## src/rtl/pc_seq_pkg.sv

```systemverilog
// pc_seq_pkg: shared types and constants for the pc_sequencer block (state encoding, branch types, XLEN)
package pc_seq_pkg;
  localparam int XLEN = 32;
  typedef enum logic [1:0] {BOOT, FETCH, EXEC, HALTED} state_t;
  localparam logic [2:0] BR_NONE = 3'b000;
  localparam logic [2:0] BR_JAL  = 3'b001;
  localparam logic [2:0] BR_JALR = 3'b010;
  localparam logic [2:0] BR_RSV  = 3'b011;
  localparam logic [2:0] BR_EQ   = 3'b100;
  localparam logic [2:0] BR_NE   = 3'b101;
  localparam logic [2:0] BR_LT   = 3'b110;
  localparam logic [2:0] BR_GE   = 3'b111;
endpackage

```

## src/rtl/pc_sequencer_if.sv

```systemverilog
// pc_sequencer_if: fetch handshake, execute-result and retire signals of the sequencer
// master = sequencer side, slave = IFU/EXU/environment side
interface pc_sequencer_if;
  import pc_seq_pkg::*;
  logic            ifu_req;
  logic [XLEN-1:0] ifu_addr;
  logic            ifu_ack;
  logic [31:0]     ifu_inst;
  logic            inst_valid;
  logic [31:0]     inst;
  logic            exu_done;
  logic [2:0]      branch;
  logic            less;
  logic            zero;
  logic [XLEN-1:0] imm;
  logic [XLEN-1:0] rs1;
  logic            halt;
  logic [XLEN-1:0] pc;
  logic            commit;
  logic [XLEN-1:0] commit_pc;
  logic            halted;
  logic            trap;
  modport master (
    output ifu_req, ifu_addr, inst_valid, inst, pc, commit, commit_pc, halted, trap,
    input  ifu_ack, ifu_inst, exu_done, branch, less, zero, imm, rs1, halt
  );
  modport slave (
    input  ifu_req, ifu_addr, inst_valid, inst, pc, commit, commit_pc, halted, trap,
    output ifu_ack, ifu_inst, exu_done, branch, less, zero, imm, rs1, halt
  );
endinterface

```

## src/rtl/pc_sequencer_next_pc_calc.sv

```systemverilog
// next_pc_calc: resolves branch condition, selects adder operands (pc/rs1, 4/imm), produces next_pc
// in: branch, less, zero, pc, imm, rs1   out: next_pc
module next_pc_calc
  import pc_seq_pkg::*;
(
  input  logic [2:0]      branch,
  input  logic            less,
  input  logic            zero,
  input  logic [XLEN-1:0] pc,
  input  logic [XLEN-1:0] imm,
  input  logic [XLEN-1:0] rs1,
  output logic [XLEN-1:0] next_pc
);
  logic sel_imm, sel_rs1;
  logic [XLEN-1:0] sum;
  always_comb begin
    sel_rs1 = branch == BR_JALR;
    sel_imm = branch == BR_JAL || sel_rs1 || (branch == BR_EQ && zero) || (branch == BR_NE && !zero)
              || (branch == BR_LT && less) || (branch == BR_GE && !less);
    sum     = (sel_rs1 ? rs1 : pc) + (sel_imm ? imm : XLEN'(4));
    next_pc = sel_rs1 ? {sum[XLEN-1:1], 1'b0} : sum;
  end
endmodule

```

## src/rtl/pc_sequencer.sv

```systemverilog
// pc_sequencer: BOOT/FETCH/EXEC/HALTED instruction sequencer owning the architectural PC
// ports: clk, rst_n (async active-low), bus (pc_sequencer_if.master: fetch req/ack, inst hold, exu result, commit, halted, trap)
// option: define PC_MISALIGN_TRAP_EN to halt with a sticky trap instead of jumping to a misaligned next_pc
module pc_sequencer
  import pc_seq_pkg::*;
#(
  parameter logic [XLEN-1:0] RESET_PC = 32'h8000_0000
) (
  input logic clk,
  input logic rst_n,
  pc_sequencer_if.master bus
);
  state_t state, state_n;
  logic [XLEN-1:0] pc_q, next_pc, commit_pc_q;
  logic [31:0] inst_q;
  logic commit_q, done, bad;
  next_pc_calc u_calc (
    .branch (bus.branch),
    .less   (bus.less),
    .zero   (bus.zero),
    .pc     (pc_q),
    .imm    (bus.imm),
    .rs1    (bus.rs1),
    .next_pc(next_pc)
  );
  assign done = state == EXEC && bus.exu_done;
`ifdef PC_MISALIGN_TRAP_EN
  logic trap_q;
  assign bad = |next_pc[1:0];
  // halt retirement takes precedence: an ebreak has no meaningful successor PC to check
  always_ff @(posedge clk or negedge rst_n)
    if (!rst_n) trap_q <= 1'b0;
    else if (done && !bus.halt && bad) trap_q <= 1'b1;
  assign bus.trap = trap_q;
`else
  assign bad = 1'b0;
  assign bus.trap = 1'b0;
`endif
  always_comb begin
    state_n = state;
    case (state)
      BOOT:    state_n = FETCH;
      FETCH:   state_n = bus.ifu_ack ? EXEC : FETCH;
      EXEC:    state_n = bus.exu_done ? (bus.halt || bad ? HALTED : FETCH) : EXEC;
      default: state_n = HALTED;
    endcase
  end
  always_ff @(posedge clk or negedge rst_n)
    if (!rst_n) begin
      state       <= BOOT;
      pc_q        <= RESET_PC;
      inst_q      <= '0;
      commit_q    <= 1'b0;
      commit_pc_q <= '0;
    end else begin
      state    <= state_n;
      commit_q <= done;
      if (state == FETCH && bus.ifu_ack) inst_q <= bus.ifu_inst;
      if (done) commit_pc_q <= pc_q;
      if (done && !bus.halt && !bad) pc_q <= next_pc;
    end
  assign bus.ifu_req    = state == FETCH;
  assign bus.inst_valid = state == EXEC;
  assign bus.halted     = state == HALTED;
  assign bus.ifu_addr   = pc_q;
  assign bus.pc         = pc_q;
  assign bus.inst       = inst_q;
  assign bus.commit     = commit_q;
  assign bus.commit_pc  = commit_pc_q;
endmodule

```

## src/flat_wrapper.sv

```systemverilog
// flat-port wrapper written by rule: the top's interface ports become plain ports
module pc_sequencer_flat import pc_seq_pkg::*;
#(
  parameter logic [XLEN-1:0] RESET_PC = 32'h8000_0000
)
  (clk, rst_n, bus_ifu_req, bus_ifu_addr, bus_inst_valid, bus_inst, bus_pc, bus_commit, bus_commit_pc, bus_halted, bus_trap, bus_ifu_ack, bus_ifu_inst, bus_exu_done, bus_branch, bus_less, bus_zero, bus_imm, bus_rs1, bus_halt);
  pc_sequencer_if bus_i ();
  input logic clk;
  input logic rst_n;
  output wire logic [$bits(bus_i.ifu_req)-1:0] bus_ifu_req;
  output wire logic [$bits(bus_i.ifu_addr)-1:0] bus_ifu_addr;
  output wire logic [$bits(bus_i.inst_valid)-1:0] bus_inst_valid;
  output wire logic [$bits(bus_i.inst)-1:0] bus_inst;
  output wire logic [$bits(bus_i.pc)-1:0] bus_pc;
  output wire logic [$bits(bus_i.commit)-1:0] bus_commit;
  output wire logic [$bits(bus_i.commit_pc)-1:0] bus_commit_pc;
  output wire logic [$bits(bus_i.halted)-1:0] bus_halted;
  output wire logic [$bits(bus_i.trap)-1:0] bus_trap;
  input wire logic [$bits(bus_i.ifu_ack)-1:0] bus_ifu_ack;
  input wire logic [$bits(bus_i.ifu_inst)-1:0] bus_ifu_inst;
  input wire logic [$bits(bus_i.exu_done)-1:0] bus_exu_done;
  input wire logic [$bits(bus_i.branch)-1:0] bus_branch;
  input wire logic [$bits(bus_i.less)-1:0] bus_less;
  input wire logic [$bits(bus_i.zero)-1:0] bus_zero;
  input wire logic [$bits(bus_i.imm)-1:0] bus_imm;
  input wire logic [$bits(bus_i.rs1)-1:0] bus_rs1;
  input wire logic [$bits(bus_i.halt)-1:0] bus_halt;
  assign bus_ifu_req = bus_i.ifu_req;
  assign bus_ifu_addr = bus_i.ifu_addr;
  assign bus_inst_valid = bus_i.inst_valid;
  assign bus_inst = bus_i.inst;
  assign bus_pc = bus_i.pc;
  assign bus_commit = bus_i.commit;
  assign bus_commit_pc = bus_i.commit_pc;
  assign bus_halted = bus_i.halted;
  assign bus_trap = bus_i.trap;
  assign bus_i.ifu_ack = bus_ifu_ack;
  assign bus_i.ifu_inst = bus_ifu_inst;
  assign bus_i.exu_done = bus_exu_done;
  assign bus_i.branch = bus_branch;
  assign bus_i.less = bus_less;
  assign bus_i.zero = bus_zero;
  assign bus_i.imm = bus_imm;
  assign bus_i.rs1 = bus_rs1;
  assign bus_i.halt = bus_halt;
  pc_sequencer #(.RESET_PC(RESET_PC)) u_core (.clk(clk), .rst_n(rst_n), .bus(bus_i));
endmodule
```

## config.mk

```make
export PLATFORM = sky130hd
export DESIGN_NAME = pc_sequencer_flat
export DESIGN_NICKNAME = d
export VERILOG_FILES = /design/src/rtl/pc_seq_pkg.sv /design/src/rtl/pc_sequencer_if.sv /design/src/rtl/pc_sequencer_next_pc_calc.sv /design/src/rtl/pc_sequencer.sv /design/src/flat_wrapper.sv
export SDC_FILE = /design/constraint.sdc
export NUM_CORES = 1
export LEC_CHECK = 0
export ABC_AREA = 0
export BUFFER_PORTS_ARGS = -buffer_cell sky130_fd_sc_hd__buf_4
export CAP_MARGIN = 20
export CORE_MARGIN = 2
export CORE_UTILIZATION = 30
export CTS_CLUSTER_DIAMETER = 50
export DETAILED_ROUTE_END_ITERATION = 8
export GPL_ROUTABILITY_DRIVEN = 1
export PLACE_DENSITY_LB_ADDON = 0.05
export SLEW_MARGIN = 20
export SYNTH_ARGS = -nofsm -noshare
export SYNTH_HDL_FRONTEND = slang
export SYNTH_HIERARCHICAL = 1
export SYNTH_SLANG_ARGS = --single-unit
```

## constraint.sdc

```tcl
create_clock -name clk -period 8.7 [get_ports clk]
set_input_delay 0.87 -clock clk [delete_from_list [all_inputs] [get_ports clk]]
set_output_delay 0.87 -clock clk [all_outputs]
set_load 0.005 [all_outputs]
```

==> flow_metrics.py, run 1 <==
metrics = {
    "pwr": {
        "p_sw_share_pct": 31.9,
        "ir_drop_mv": 0.0809,
        "intPower_uw": 954,
        "p_seq_share_pct": 38.8,
        "p_switching_uw": 447,
        "power_frac_comb_pct": 30.9,
        "clockPowerShare_pct": 30.3,
        "leakage_uw": 0.00453,
        "powerDensity_nw_per_um2": 163,
    },
    "critical_path": {
        "rrSetupSlack_ns": 5.36,
        "crit_fanout": 33,
        "cp-end-kind": "register",
        "r2r_cells": 11,
        "cp_data_required_time_ns": 8.95,
        "rr_startpoint": "u_core/bus.ifu_addr[0]",
        "rr_endpoint": "u_core/bus.ifu_addr[28]",
        "crit_arrival_ns": 4.56,
        "critPathKind": "primary input to register",
        "critPathLaunchType": "primary input",
    },
    "sta": {
        "min_period_ns": 4.31,
        "period_share_pct": 49.5,
        "tns_ns": 0,
        "slew_viol_final": 0,
        "relSlewSlack_pct": 47.5,
        "max_freq_mhz": 232,
        "holdWs_ns": 0.492,
        "setup_violations": 0,
        "fin_worst_skew_ns": 0.00828,
        "rsz0062_at_grt": "false",
        "hold_viol_final": 0,
        "tightest_slew_ns": 0.787,
    },
    "cts": {
        "ctsHoldBuffers": 0,
        "htreeDepth": 3,
        "insertion_delay_ns": 0.36,
        "post_cts_buffers": 0,
        "clockBufferDepth": 2,
        "cts-root-buf": "clkbuf_16",
        "cts_num_sinks": 99,
        "cts_resized": 0,
        "cts_buffers": 9,
        "cts_tree": "yes",
        "clkTransAtPathRegs_ns": 0.08,
    },
    "routing": {
        "drt-initial-drc-count": 152,
        "routed_wl_mm": 17.7,
        "ant_nets": 0,
        "avgRoutedWirePerCell_um": 16.9,
        "dr.pass1.iters": 5,
        "num_vias": 4971,
        "viasPerCell": 4.73,
        "drc_errors": 0,
    },
    "logic_synthesis": {
        "synth_area_leaders": "dfrtp_1 (38%), mux2_2 (17%), mux2_4 (6.9%)",
        "synth_ff_type": "dfrtp_1",
        "syn_inst": 576,
        "synth-edff-count": 0,
        "seq_area_frac_synth_pct": 38.1,
        "synthesis.nets": 715,
        "synth.distinct_cells": 66,
        "yosysWarningCount": 6,
        "synth_seq_cells": 99,
        "synth_top_area_share_pct": 37.7,
        "syn_avg_cell_area_sq_um": 11.3,
        "async_reset_ff_share_pct": 100,
        "yosys.area.top_type": "dfrtp_1",
        "syn-cell-area_sq_um": 6500,
    },
    "floorplan": {
        "die_area_sq_um": 22900,
        "die_h_um": 151,
        "row_count": 53,
        "die_w_um": 151,
        "io_pins": 239,
        "start_util_pct": 30.8,
        "coreArea_sq_um": 21200,
    },
    "final_layout": {
        "syn_to_final_growth_pct": 31.8,
        "final_common_cell": "buf_4",
        "ff_latch_area_sq_um": 2480,
        "antenna_cells": 0,
        "nets": 909,
        "multi_input_area_sq_um": 3570,
        "drive_gt1_share_pct": 51.5,
        "mostFrequentLayoutCells": "buf_4 (242), dfrtp_1 (98), mux2_2 (97)",
        "stdcell_count": 1050,
        "fillers": 2094,
    },
    "grt": {
        "antenna_found_initial": 0,
        "track_usage_pct": 15.4,
        "overflow": 0,
        "grt_pass1_vias": 5155,
        "grt_max_degree": 61,
        "grt_pass1_wl_mm": 27.4,
    },
    "place": {
        "port_buffers": 237,
        "place_hpwl_mm": 13.4,
        "gp_congestion": 0.849,
        "placed_cells": 1034,
    },
    "job": {
        "cap_violations": 0,
    },
    "min_path": {
        "min_path_type": "primary input to async pin",
    },
    "status": {
        "outcome": "completed",
    },
}
## per-layer routing
layer / share of wire [%] / track usage, % / routed length [um] / vias up
met3: 4.8 / 3.13 / 858 / 10
met1: 47 / 20.8 / 8250 / 2395
met4: 0.77 / 3.41 / 137 / 0
li1: - / - / - / 2428
met5: 0 / 0 / 0 / -
met2: 48 / 25.4 / 8460 / 138
## power by group through the flow
stage                     combinational [uW]  clock [uW]  sequential (uW)
after detailed placement                 435           0              555
after CTS                                438         445              545
after floorplan                          263           0              547
final                                    433         424              544
after global routing                     478         463              552
after global placement                   436           0              552
## worst max-delay path by stage
stage,startpoint,to
floorplan,bus_branch[2],u_core/bus.ifu_addr[29]
global placement,bus_branch[2],u_core/bus.ifu_addr[28]
detailed placement,bus_branch[2],u_core/bus.ifu_addr[28]
CTS,bus_branch[2],u_core/bus.ifu_addr[28]
global route,bus_branch[2],u_core/bus.ifu_addr[28]
finish,bus_branch[2],u_core/bus.ifu_addr[28]
## area by class of cell
class / count / area share [%]
multi-input combinational: 406 / 41.7
sequential: 99 / 28.9
timing repair buffer: 242 / 21.2
tap: 275 / 4.01
clock buffer: 9 / 2.63
clock inverter: 7 / 1.04
inverter: 12 / 0.525
## Yosys cell counts, types with 2 or more instances
library cell / number
nand2_1: 28
o31ai_1: 3
nor2_1: 15
a31oi_1: 4
nand3_1: 9
o211ai_1: 5
a21o_1: 11
dfrtp_1: 98
nor3_1: 5
o21bai_1: 4
a32oi_1: 2
o21ai_0: 14
ha_1: 32
and3_1: 8
a21oi_1: 27
xor2_1: 11
o21a_1: 3
mux2_2: 97
buf_6: 4
and2_1: 33
buf_4: 37
xnor2_1: 18
buf_12: 3
mux2_4: 30
nor2b_1: 3
nand4_1: 5
mux2i_1: 2
buf_2: 3
clkbuf_1: 12
nand2b_1: 3
inv_1: 12
## cell families (layout without fill, tap and decap cells)
logic type	Yosys count	after routing	synth area share, %
compound gates	95	95	10.2
mux	129	129	24.0
simple gates	119	119	9.77
xor+xnor	29	29	3.90
buf+inv	71	270	7.50
other cells	1	1	0.0576
fa+ha+maj	33	33	6.46
flops	99	99	38.1
## through the flow
| stage | instance area, sq um | utilization, % | total power (uW) | setup slack, ns |
|---|---|---|---|---|
| 2_1_floorplan | 6500 | - | 810 | 4.33 |
| 3_3_place_gp | 8250 | 39.0 | 988 | 4.09 |
| 3_5_place_dp | 8250 | 39.0 | 990 | 4.03 |
| 4_1_cts | 8560 | 40.5 | 1430 | 4.40 |
| 5_1_grt | 8570 | 40.5 | 1490 | 4.20 |
| 6_report | 8570 | 40.5 | 1400 | 4.39 |
## sequential cells by signal, indices dropped and copies added (netlist names)
| signal | count |
|---|---|
| u_core/bus.inst | 32 |
| u_core/bus.commit | 1 |
| u_core/state | 2 |
| u_core/bus.ifu_addr | 32 |
| u_core/bus.commit_pc | 32 |
## worst max-delay path: stages
cell and delay, ns:
buf_4 0.12, nor3b_2 0.17, buf_4 0.45, mux2_2 0.40, ha_1 0.24, fa_1 0.40, a21o_1 0.22, a221o_1 0.36
nand2_1 0.13, o21ai_0 0.21, a32oi_1 0.40, a41o_1 0.23, xnor2_1 0.06, mux2_4 0.26
Note: power is estimated with default switching activity, not from simulation.
==> run 2, diff against run 1 <==
Clock period 8.7 ns to 4.3 ns, I/O delays scaled along.
==> run 2 against run 1 <==
First-iteration DRC count increased by 47%. Final cell count increased by 0.57%. Final area is 0.58% higher. Critical path type unchanged. Setup slack got worse by 3.8 ns. Non-clock buffer count is 6 higher. Clock skew increased by 0.0049 ns. Routed wire length up 2.1%. Sequential share of layout area down 0.17 points. Hold slack lost 0.39 ns. Core utilization rose by 0.24 points.
==> flow_metrics.py, run 2 (synthesized netlist as in run 1, its figures left out) <==
metrics = {
    "critical_path": {
        "cp_data_required_time_ns": 4.55,
        "critPathLaunchType": "primary input",
        "rr_startpoint": "u_core/bus.ifu_addr[0]",
        "critPathLaunch": "bus_branch[2]",
        "cp-end-kind": "register",
        "path_delay_family": "compound AO/OA/AOI/OAI gates",
        "crit_fanout": 30,
        "max_stage_delay_ns": 0.49,
        "critPathKind": "primary input to register",
        "slowest_stage": "o21ai_0",
        "path_cells": "buf_4, nor3b_2, buf_12, mux2_2, ha_1, a21o_1, a221o_1, nand2_1, o21ai_0, a32oi_1, a41o_1, xnor2_1, mux2_4",
        "crit_buf_inv": 2,
        "crit_arrival_ns": 3.94,
    },
    "sta": {
        "slew_viol_final": 0,
        "setup_violations": 0,
        "hold_viol_final": 0,
        "fin_worst_skew_ns": 0.0132,
        "tns_ns": 0,
        "min_period_ns": 3.69,
        "worst_slack_ns": 0.609,
        "tightest_slew_ns": 1.04,
        "period_share_pct": 85.8,
        "rsz0062_at_grt": "false",
        "relSlewSlack_pct": 30.3,
        "max_freq_mhz": 271,
    },
    "floorplan": {
        "die_w_um": 151,
        "io_pins": 239,
        "start_util_pct": 30.8,
        "die_area_sq_um": 22900,
        "row_count": 53,
        "die_h_um": 151,
        "coreArea_sq_um": 21200,
    },
    "status": {
        "outcome": "completed",
    },
    "routing": {
        "viasPerCell": 4.75,
        "routed_wl_mm": 18.1,
        "drt-initial-drc-count": 224,
        "num_vias": 5018,
        "ant_nets": 0,
        "avgRoutedWirePerCell_um": 17.1,
        "drc_errors": 0,
        "dr.pass1.iters": 4,
    },
    "pwr": {
        "powerDensity_nw_per_um2": 331,
        "totalPowerFinal_uw": 2860,
        "leakage_uw": 0.00455,
        "ir_drop_mv": 0.175,
    },
    "final_layout": {
        "multi_input_area_sq_um": 3570,
        "final_util_pct": 40.8,
        "ff_latch_area_sq_um": 2480,
        "syn_to_final_growth_pct": 32.6,
        "drive_gt1_share_pct": 51.9,
        "nets": 915,
        "fillers": 2065,
        "final_common_cell": "buf_4",
        "mostFrequentLayoutCells": "buf_4 (246), dfrtp_1 (98), mux2_2 (97)",
        "final_cell_area_sq_um": 8620,
        "antenna_cells": 0,
    },
    "place": {
        "place_hpwl_mm": 13.7,
        "port_buffers": 237,
        "pre_cts_ws_ns": 0.257,
        "placed_area_sq_um": 8310,
        "gp_congestion": 0.822,
    },
    "cts": {
        "clkTransAtPathRegs_ns": 0.08,
        "clockBufferDepth": 2,
        "htreeDepth": 3,
        "insertion_delay_ns": 0.36,
        "post_cts_buffers": 0,
        "cts_buffers": 9,
        "cts_tree": "yes",
        "cts_resized": 0,
        "cts_num_sinks": 99,
        "ctsHoldBuffers": 0,
        "cts-root-buf": "clkbuf_16",
    },
    "grt": {
        "grt_pass1_wl_mm": 27.9,
        "overflow": 0,
        "antenna_found_initial": 0,
        "track_usage_pct": 15.7,
        "grt_max_degree": 76,
        "grt_pass1_vias": 5165,
    },
    "job": {
        "cap_violations": 0,
    },
    "min_path": {
        "min_path_type": "primary input to async pin",
    },
}
[run 2: per-stage QoR]
step	cells	hold WS, ns
after floorplan	576	0.134
after global placement	1040	0.489
after detailed placement	1040	0.494
after CTS	1056	0.278
after global routing	1056	0.159
final	1056	0.104
[run 2: area by class of cell]
class | instances | area share [%]
multi-input combinational | 406 | 41.4
timing repair buffer | 248 | 21.8
inverter | 12 | 0.522
clock buffer | 9 | 2.61
sequential | 99 | 28.7
tap | 275 | 3.99
clock inverter | 7 | 1.00
[run 2: where the power goes]
group	internal [uW]	total [uW]	switching (uW)
combinational	496	887	391
clock	422	869	447
sequential	1020	1100	82.0
total	1940	2860	919
[run 2: final timing paths]
path / endpoint / slack (ns) / cells after the start
max reg2reg: u_core/bus.ifu_addr[28] / 0.93 / 11
min in group clk: u_core/bus.inst[20] / 0.29 / 2
min reg2reg: u_core/bus.inst[16] / 0.51 / 1
max in group asynchronous: u_core/bus.inst[13] / 3.38 / 2
max: u_core/bus.ifu_addr[28] / 0.61 / 13
min: u_core/bus.commit_pc[17] / 0.10 / 1
[run 2: routing by layer]
metal	up-vias	global-route usage, %	wire [um]
met4	0	4.63	211
li1	2437	-	-
met1	2423	21.2	8290
met3	11	2.32	942
met2	147	26.2	8630
met5	-	0	0
